<file path="src/rtl/uart_rx_fifo.sv">
// Receive-side buffer: drives the UART receiver go/ack handshake and stores bytes in a FWFT FIFO.
// Optional macro UART_RX_FIFO_DROP_EN: keep re-arming while full, discard bytes and raise sticky overrun.
`timescale 1ns/1ps
module uart_rx_fifo #(
    parameter int DepthLog2 = 4
) (
    input  logic                 clk,
    input  logic                 rst_n,
    input  logic [7:0]           urx_data,
    input  logic                 urx_data_ready,
    output logic                 urx_go,
    input  logic                 rd_en,
    output logic [7:0]           rd_data,
    output logic                 empty,
    output logic                 full,
    output logic [DepthLog2:0]   count,
    output logic                 overrun,
    input  logic                 clr_overrun
);

    localparam int DEPTH = 1 << DepthLog2;
    localparam logic [DepthLog2:0] FULL_COUNT = (DepthLog2 + 1)'(DEPTH);
`ifdef UART_RX_FIFO_DROP_EN
    localparam bit DROP_EN = 1'b1;
`else
    localparam bit DROP_EN = 1'b0;
`endif

    typedef enum logic [1:0] {INIT, ARM, ACK, HOLD} state_t;

    state_t                 state_reg;
    state_t                 state_next;

    logic [7:0]             mem [DEPTH];
    logic [DepthLog2-1:0]   wr_ptr_reg;
    logic [DepthLog2-1:0]   wr_ptr_next;
    logic [DepthLog2-1:0]   rd_ptr_reg;
    logic [DepthLog2-1:0]   rd_ptr_next;
    logic [DepthLog2:0]     count_reg;
    logic [DepthLog2:0]     count_next;
    logic [7:0]             rd_data_reg;
    logic                   overrun_reg;
    logic                   overrun_next;

    logic                   full_int;
    logic                   empty_int;
    logic                   pop;
    logic                   full_after_pop;
    logic                   capture;
    logic                   wr_en;
    logic                   drop;

    // Flags come only from the registered count, never straight from inputs.
    assign full_int       = (count_reg == FULL_COUNT);
    assign empty_int      = (count_reg == '0);
    assign pop            = rd_en && !empty_int;
    assign full_after_pop = full_int && !pop;

    // ---------------- handshake FSM: state register ----------------
    always_ff @(posedge clk) begin
        if (!rst_n) begin
            state_reg <= INIT;
        end else begin
            state_reg <= state_next;
        end
    end

    // ---------------- handshake FSM: next state ----------------
    always_comb begin
        state_next = state_reg;
        unique case (state_reg)
            INIT: state_next = ARM;
            ARM: begin
                if (urx_data_ready) begin
                    state_next = ACK;
                end
            end
            ACK: begin
                if (!urx_data_ready) begin
                    state_next = (full_after_pop && !DROP_EN) ? HOLD : ARM;
                end
            end
            HOLD: begin
                if (!full_int) begin
                    state_next = ARM;
                end
            end
            default: state_next = INIT;
        endcase
    end

    // ---------------- handshake FSM: outputs ----------------
    always_comb begin
        urx_go  = (state_reg == ARM);
        capture = (state_reg == ARM) && urx_data_ready;
        // A full FIFO still accepts a byte when the head is popped in the same cycle.
        wr_en   = capture && !full_after_pop;
        drop    = capture && full_after_pop;
    end

    // ---------------- pointer / count / overrun next values ----------------
    always_comb begin
        wr_ptr_next = wr_en ? wr_ptr_reg + DepthLog2'(1) : wr_ptr_reg;
        rd_ptr_next = pop   ? rd_ptr_reg + DepthLog2'(1) : rd_ptr_reg;
        count_next  = count_reg;
        if (wr_en && !pop) begin
            count_next = count_reg + (DepthLog2 + 1)'(1);
        end else if (pop && !wr_en) begin
            count_next = count_reg - (DepthLog2 + 1)'(1);
        end
        // Set beats clear when a drop coincides with clr_overrun.
        overrun_next = (DROP_EN && drop) || (overrun_reg && !clr_overrun);
    end

    always_ff @(posedge clk) begin
        if (!rst_n) begin
            wr_ptr_reg  <= '0;
            rd_ptr_reg  <= '0;
            count_reg   <= '0;
            overrun_reg <= 1'b0;
        end else begin
            wr_ptr_reg  <= wr_ptr_next;
            rd_ptr_reg  <= rd_ptr_next;
            count_reg   <= count_next;
            overrun_reg <= overrun_next;
        end
    end

    // Storage with registered read of the next head; bypass covers a write landing on that head.
    always_ff @(posedge clk) begin
        if (wr_en) begin
            mem[wr_ptr_reg] <= urx_data;
        end
        if (wr_en && (wr_ptr_reg == rd_ptr_next)) begin
            rd_data_reg <= urx_data;
        end else begin
            rd_data_reg <= mem[rd_ptr_next];
        end
    end

    assign rd_data = rd_data_reg;
    assign empty   = empty_int;
    assign full    = full_int;
    assign count   = count_reg;
    assign overrun = overrun_reg;

endmodule

</file>
<file path="config.mk">
export PLATFORM = sky130hd
export DESIGN_NAME = uart_rx_fifo
export DESIGN_NICKNAME = d
export VERILOG_FILES = /design/src/rtl/uart_rx_fifo.sv
export SDC_FILE = /design/constraint.sdc
export NUM_CORES = 1
export LEC_CHECK = 0
export ABC_AREA = 1
export BUFFER_PORTS_ARGS = -buffer_cell sky130_fd_sc_hd__buf_4
export CORE_UTILIZATION = 60
export CTS_CLUSTER_DIAMETER = 40
export DETAILED_ROUTE_END_ITERATION = 8
export PLACE_DENSITY_LB_ADDON = 0.15
export SLEW_MARGIN = 20
export SYNTH_ARGS = -nofsm -noshare
export SYNTH_HDL_FRONTEND = slang
export SYNTH_SLANG_ARGS = --single-unit
</file>
<file path="constraint.sdc">
create_clock -name clk -period 2.9 [get_ports clk]
set_input_delay 0.87 -clock clk [delete_from_list [all_inputs] [get_ports clk]]
set_output_delay 0.87 -clock clk [all_outputs]
set_load 0.01 [all_outputs]
</file>
* Word level (Yosys, flattened, before mapping) *
Memory sizes are Yosys's and may differ from the RTL's. A register that Yosys moved wholly into a read port is not among the register bits.
Cells that the tools add are included.

storage, ports and cells
  register bits = 16
  bits in writable memories = 128
  input port bits = 13
  output and inout bits = 17
  logic and storage cells = 43
  memories = 1

memories
  memory  depth  bits a word  rd ports  clocked after Yosys merged registers in  write ports  RTL line  text
  mem     16     8            1         1                                        1            34        logic [7:0] mem [DEPTH];

operators by class
  add/sub/neg operators = 4
  eq/ne operators = 7
  muxes and demuxes = 10
  reductions and logical operators = 16

operators with widths
  operator                                           number
  2-to-1 mux 5 bit                                   2
  adder 4 x 1 -> 4 bit (second input constant)       2
  2-to-1 mux 2 bit                                   4
  one-hot mux 2 bit (4 select lines)                 1
  logical AND 1 bit                                  7
  != test 2 bit (second input constant)              3
  adder 5 x 1 -> 5 bit (second input constant)       1
  == test 5 bit (second input constant)              1
  logical NOT 1 bit                                  5
  logical NOT 5 bit                                  1
  subtractor 5 x 1 -> 5 bit (second input constant)  1
  == test 2 bit (second input constant)              2
  2-to-1 mux 4 bit                                   1
  AND reduction 3 bit                                1
  == test 2 x 1 -> 1 bit (second input constant)     1
  logical NOT 2 bit                                  1
  2-to-1 mux 1 bit                                   2
  nonzero test 2 bit                                 1

* Longest topological paths before layout *
Gate-level depths: netlist of run 1.

  depth in word-level cells = 11
  gate-level depth with buffers = 16
  depth with buffers taken out = 16

* Worst setup path after synthesis of run 1 *
No wires, ideal clock.

  path kind = input-to-reg
  start = in urx_data_ready
  end = reg count_reg[3], in the netlist count[3]
  setup time = 108 ps
  data arrival time = 2240 ps
  data required time = 2792 ps
  slack = 552 ps
  stages on the path = 12
  buffers on the path = 0
  path through = nand2_1 inv_1 nand2_4 inv_4 ha_1 inv_1 ha_1 a21oi_1 a21oi_1 nor2_1 a21o_1 inv_1

between the ends
  cells in the longest elaborated chain, start to end = 5

ends and longest elaborated chain
  element                       RTL line  text
  from (decl)                   10        input logic urx_data_ready,
  logical AND 1 bit (*)         95        capture = (state_reg == ARM) && urx_data_ready;
  logical AND 1 bit (*)         97        wr_en = capture && !full_after_pop;
  via wr_en                     50        logic wr_en;
  logical NOT 1 bit             108       end else if (pop && !wr_en) begin
  logical AND 1 bit             108
  nonzero test 2 bit (no line)  --
  to (signal assigned)          124       count_reg <= count_next;
  to (decl)                     39        logic [DepthLog2:0] count_reg;

The timed path passes the listed nets; every way through them passes the cells marked *.
A chain may end at the register's enable or synchronous reset.

==> summary.md, run 1 <==
| Metric | Value |
|---|---|
| Status | complete, no violations |
| CTS Hold Bufs | 0 |
| Initial DRC Count | approximately 290 |
| Slew @ Worst Pin | between 700 and 800 ps |
| DP Cell Count | approximately 730 |
| DRT antenna net count | 0 |
| Worst EP arrival | roughly 1900 ps |
| Maximum clock frequency | between 300 and 400 MHz |
| Hold_sp | overrun |
| Cell Rows | 37 |
| FILL cells | 728 |
| CTS Root Cell | clkbuf_8 |
| Antenna cell count | 0 |
| Die area | about 0.011 mm² |
| CTS Buf Count | 17 |
| Worst EP required | 2030 ps |
| Hold path depth | 2 |
| Setup slack, reg-to-reg | 570 ps |
| Syn_nets | slightly below 600 |
| Routed vias | 4200 |
| Switch share | 33.3% |
| Largest net degree at the start of global routing | 53 |
| Port bufs | 29 |
| Mean Syn Cell Area | ~11 µm² |
| CP Capture Type | primary output |
| Commonest non-fill, non-tap cell in the layout | edfxtp_1 |
| Worst hold path type | flop to flop |
| GRT met1 Usage | 31.9% |
| Initial antenna violation count | 0 |
| CTS max path bufs | 2 |
| Post-synthesis sequential area ratio | between 60% and 70% |
| Clock Latency Late Sink | 520 ps |
| CTS tree | done |
| Slew Limit Fails | 0 |
| Fin crit period | about 2800 ps |
| Initial Util | about 62% |
| Static Leakage | between 2 and 3 nW |
| Fin crit share | 95.5% |
| Yosys Warn Count | 0 |
| Reg2reg start | state_reg[0] |
| Die Ht | between 100 and 150 µm |
| Post-route insts no fill | roughly 760 |
| Final WL | about 13000 µm |
| Synth Instances | 570 |
| Hpwl dp | between 8000 and 9000 µm |
| Setup violators final | 0 |
| Terminus of the critical flop-to-flop path | count[4] |
| Flops & latches, synth | about 150 |
| Count of maximum capacitance violations | 0 |
| Total core area | between 0.01 and 0.015 mm² |
| Sequential share of power | between 30% and 40% |
| # nets final | roughly 640 |
| Logic pwr share | a little under a third |
| RSZ-0062 raised after global routing | false |
| Hold EP | overrun |
| Setup_tns | 0 ps |
| Gr busiest metal | met2 |
| First drt pass iteration count | 6 |
| Peak VDD IR | 0.595 mV |
| Layout cells sized above 1 | between 10% and 20% |
| Post-synth EDFFs | 128 |
| Residual DRC | 0 |
| CP Launch Type | flop |
| Final Hold Viols | 0 |
| Synth Flop Type | edfxtp_1 |
| Area Growth Syn to Fin | 15.9% |
| Setup Skew | 11.9 ps |
| Chip width | ~110 µm |
| Total grt overflow | 0 |
| FF-to-FF path depth | 15 |
| Number of distinct library cells after synthesis | 25 |
| Critical path class | flop to primary output |
| Post-Syn Area | between 0.006 and 0.007 mm² |
| Post-synth ARST share | 0% |
| Htree depth | 4 |
| Pwr per Cell Area | roughly 900 mW/mm² |
| Largest register FFs | ~130 |
| GRT Total Usage | between 20% and 30% |
| Commonest cells after routing, fill and taps aside | edfxtp_1 (128), inv_1 (92), nand2_1 (69) |
| Max Fanout on Critical Path | 25 |
| Reg clk slew, reported paths | 60 ps |
| Area leader, netlist | edfxtp_1 |
| Worst slew margin | about half |
| Vias per inst | around 5.5 |
| Average wire per standard cell | ~17 µm |
| Vias in the first global route | between 4000 and 5000 |
| Gpl congestion | between 0.8 and 0.9 |
| Post-synth top area share | ~60% |
| Switching power | roughly 2.2 mW |
| Cells taking the most area after synthesis | edfxtp_1 (60%), dfxtp_1 (6.2%), inv_1 (5.4%) |
| Global Route met2 Usage | about two fifths |
| Met3 usage | 5.44% |
| Clock network power share | between 30% and 40% |
| Int Pwr | 4.39 mW |
| Io pins | 30 |
| Clk sink count | approximately 150 |
| First-pass GRT wire length | 20700 µm |
Yosys cell counts (4+ instances only):
library cell,count
xor2_1,5
nor2_1,33
dfxtp_1,20
a21oi_1,43
buf_2,15
o21ai_0,39
inv_1,92
o211ai_2,10
o211ai_1,22
nand2_1,69
clkbuf_1,4
nand3_1,56
buf_6,4
edfxtp_1,128
nand2_2,6
ha_1,13
worst max path at each step:
stage                     slack (ps)            from  depth (start not counted)         end
after floorplan                  550  urx_data_ready                         12    count[3]
after global placement           370  urx_data_ready                         14    count[4]
after detailed placement         280  urx_data_ready                         13    count[3]
after CTS                          1            flop                          7  rd_data[4]
after global routing              60            flop                          7  rd_data[4]
final                            130            flop                          7  rd_data[4]
power by group through the flow:
stage / Clock (mW) / Sequential [mW] / Combinational [mW]
finish: 2.04 / 2.55 / 1.99
global route: 2.16 / 2.56 / 2.23
CTS: 2.07 / 2.58 / 1.95
detailed placement: 0 / 2.64 / 1.88
global placement: 0 / 2.63 / 1.83
floorplan: 0 / 2.53 / 1.43
per-stage QoR:
step                      util [%]  hold WS [ps]  area (µm²)  worst slack, ps  total power, mW
after floorplan                  -           454        6430              552             3.96
after global placement        66.2           416        6870              365             4.47
after detailed placement      66.2           422        6870              277             4.52
after CTS                     71.8           430        7440             1.17             6.60
after global routing          71.9           480        7450             58.1             6.94
final                         71.9           427        7450              132             6.58
final cells by class:
class	instances	area, µm²	area share [%]
Clock buffer	17	414	5.56
Sequential cell	148	4250	57.1
Inverter	93	352	4.72
Timing Repair Buffer	50	429	5.76
Multi-Input combinational cell	304	1690	22.6
Clock inverter	15	149	2.00
Tap cell	136	170	2.28
worst max-delay path, stage by stage (launching register included):
cell     delay, ps
dfxtp_4        500
buf_12         220
a21oi_1         60
o21ai_0        110
nand3_1        120
nand3_1        110
nand2_1        100
buf_4          150
what timing repair did:
item / in CTS / in global routing
buffers inserted: 1 / 1
cloned: 0 / 0
endpoints found under the setup margin: 5 / 7
resized for setup: 0 / 1
kinds of logic (layout without fill, tap and decap cells):
logic type / after synthesis / count (layout) / synth area share [%]
and+or+nand+nor: 166 / 166 / 11.3
DFF: 148 / 148 / 66.0
buffers and inverters: 118 / 175 / 7.75
AOI/OAI and AO/OA: 117 / 117 / 11.2
adders and majority gates: 14 / 14 / 2.84
xor gates and xnor gates: 7 / 7 / 0.954
routing by layer:
metal  routed length, µm  share of wire, %  up-vias
met5                   0                 0        -
met2                6360                50      140
li1                    -                 -     2041
met1                5300                42     2003
met3                 763               6.0       16
met4                 205               1.6        0
Note: power is estimated with default switching activity, not from simulation.
==> inputs of run 2 (changes only) <==
Settings changed: CELL_PAD_IN_SITES_DETAIL_PLACEMENT from default to 0, CELL_PAD_IN_SITES_GLOBAL_PLACEMENT from default to 1, CORE_UTILIZATION 60 to 49.
==> summary.md, run 2 (synthesis gave the netlist of run 1 again) <==
| Metric | Value |
|---|---|
| Worst hold slack | 439 ps |
| Most frequent CP cell | nand3_1 |
| Clock Latency Late Sink | between 400 and 500 ps |
| Worst slew margin | between 70% and 80% |
| Reg clk slew, reported paths | roughly 60 ps |
| Area Growth Syn to Fin | 17.5% |
| Setup violators final | 0 |
| Cell Rows | a little over 40 |
| Setup Skew | around 5.3 ps |
| Final Hold Viols | 0 |
| Max Fanout on Critical Path | between 40 and 50 |
| Setup_tns | 0 ps |
| Slew @ Worst Pin | around 390 ps |
| Slew Limit Fails | 0 |
| Largest net degree at the start of global routing | 65 |
| Gpl congestion | slightly above 0.8 |
| Total grt overflow | 0 |
| Initial DRC Count | between 300 and 400 |
| Commonest cells after routing, fill and taps aside | edfxtp_1 (128), inv_1 (92), nand2_1 (69) |
| Layout cells sized above 1 | 16.3% |
| CP Launch Type | flop |
| Clk sink count | between 100 and 150 |
| Final WL | 13700 µm |
| CP Capture Type | primary output |
| FILL cells | approximately 1100 |
| First drt pass iteration count | 4 |
| CTS Buf Count | 17 |
| Io pins | 30 |
| Multi-input gate area | roughly 0.0017 mm² |
| Fin crit period | about 2700 ps |
| CP max-delay cell | dfxtp_4 |
| Routed vias | 4116 |
| Htree depth | 4 |
| Largest register FFs | between 100 and 150 |
| Static Leakage | approximately 3 nW |
| CTS max path bufs | 2 |
| Pwr per Cell Area | slightly below 900 mW/mm² |
| CTS Root Cell | clkbuf_16 |
| CTS tree | done |
| Worst EP required | just over 2000 ps |
| Antenna cell count | 0 |
| Status | complete, no violations |
| Die Ht | between 100 and 150 µm |
| Port bufs | 29 |
| CP delay by family, top | flip-flops |
| GRT Total Usage | a little over a fifth |
| CP bufs+invs | 2 |
| Post-CTS Setup Inserts | 0 |
| Total core area | 0.0127 mm² |
| Die area | about 0.014 mm² |
| Peak VDD IR | 0.468 mV |
| Hpwl dp | about 8500 µm |
| Initial antenna violation count | 0 |
| Sequential Area | about 0.0042 mm² |
| Commonest non-fill, non-tap cell in the layout | edfxtp_1 |
| RSZ-0062 raised after global routing | false |
| DRT antenna net count | 0 |
| Vias in the first global route | between 3000 and 4000 |
| Average wire per standard cell | about 17 µm |
| Worst-path cell chain | buf_12, a21oi_1, o21ai_0, nand3_1, nand3_1, nand2_1, buf_4 |
| Residual DRC | 0 |
| First-pass GRT wire length | between 20000 and 25000 µm |
| Initial Util | between 50% and 60% |
| Worst EP arrival | roughly 1900 ps |
| Max stage delay on crit path | approximately 530 ps |
| Fin crit share | a little over nine tenths |
| Worst hold path type | flop to flop |
| Count of maximum capacitance violations | 0 |
| Critical path class | flop to primary output |
| Vias per inst | around 5 |
| # nets final | 646 |
| Chip width | about 120 µm |
| Maximum clock frequency | 368 MHz |
-- run 2: cell count changes in the layout (fill, tap and decap cells not counted) --
cell,delta
clkinv_2,+5
clkinv_1,+3
buf_12,-1
clkbuf_1,+2
clkinvlp_4,-2
dfxtp_2,+1
clkbuf_8,-1
dfxtp_4,-1
clkinv_4,-6
bufinv_16,+3
buf_4,+6
inv_6,-5
clkbuf_16,+1
-- run 2: metrics by stage --
| stage | total power [mW] | cell area (µm²) | cells | worst slack [ps] | util (%) |
|---|---|---|---|---|---|
| floorplan | 3.96 | 6430 | 570 | 552 | - |
| global placement | 4.50 | 6950 | 772 | 332 | 54.6 |
| detailed placement | 4.53 | 6950 | 772 | 279 | 54.6 |
| CTS | 6.76 | 7550 | 804 | 90.7 | 59.3 |
| global route | 7.11 | 7550 | 804 | 15.2 | 59.4 |
| finish | 6.72 | 7550 | 804 | 181 | 59.4 |
-- run 2: what timing repair did --
action,4_1_cts,5_1_grt
gates resized for setup,0,1
hold buffers,0,0
setup endpoints to repair,0,2
-- run 2: worst paths after layout --
path / end / start / cells after the start / slack, ps
setup / recovery: rd_data[5] / flop / 7 / 180
hold / removal: overrun / overrun / 2 / 440
setup reg to reg: count[4] / count[2] / 15 / 550
hold reg to reg: overrun / overrun / 2 / 440
-- run 2: worst reg2reg max path, cell delays in order (launching register included) --
cell     delay, ps
dfxtp_1        370
nor2_1         180
nand2_1        110
nor2_4         150
nand2_2        100
nand2_4        100
inv_4           60
ha_1           250
inv_1          150
ha_1           280
nand2_1         90
nand2_1         70
o21ai_0        160
nand2_1         70
nand2_1         60
a21oi_1         50
-- run 2: per-layer routing --
layer	GRT usage, %	part of all wire [%]
met3	4.98	4.4
met5	0	0
met4	9.70	2.5
met2	36.1	49
met1	27.4	44
-- run 2: area by class of cell --
| cell class | instances | area share (%) |
|---|---|---|
| inverters | 93 | 4.66 |
| flip-flops and latches | 148 | 56.3 |
| repair buffers | 55 | 6.01 |
| well taps | 172 | 2.85 |
| multi-input cells | 304 | 22.3 |
| clock inverters | 13 | 2.17 |
| clock buffers | 19 | 5.73 |
-- run 2: where the power goes --
part           internal [mW]  switching [mW]
sequential              2.42           0.137
clock                   1.42           0.811
combinational          0.781            1.15
total                   4.62            2.10
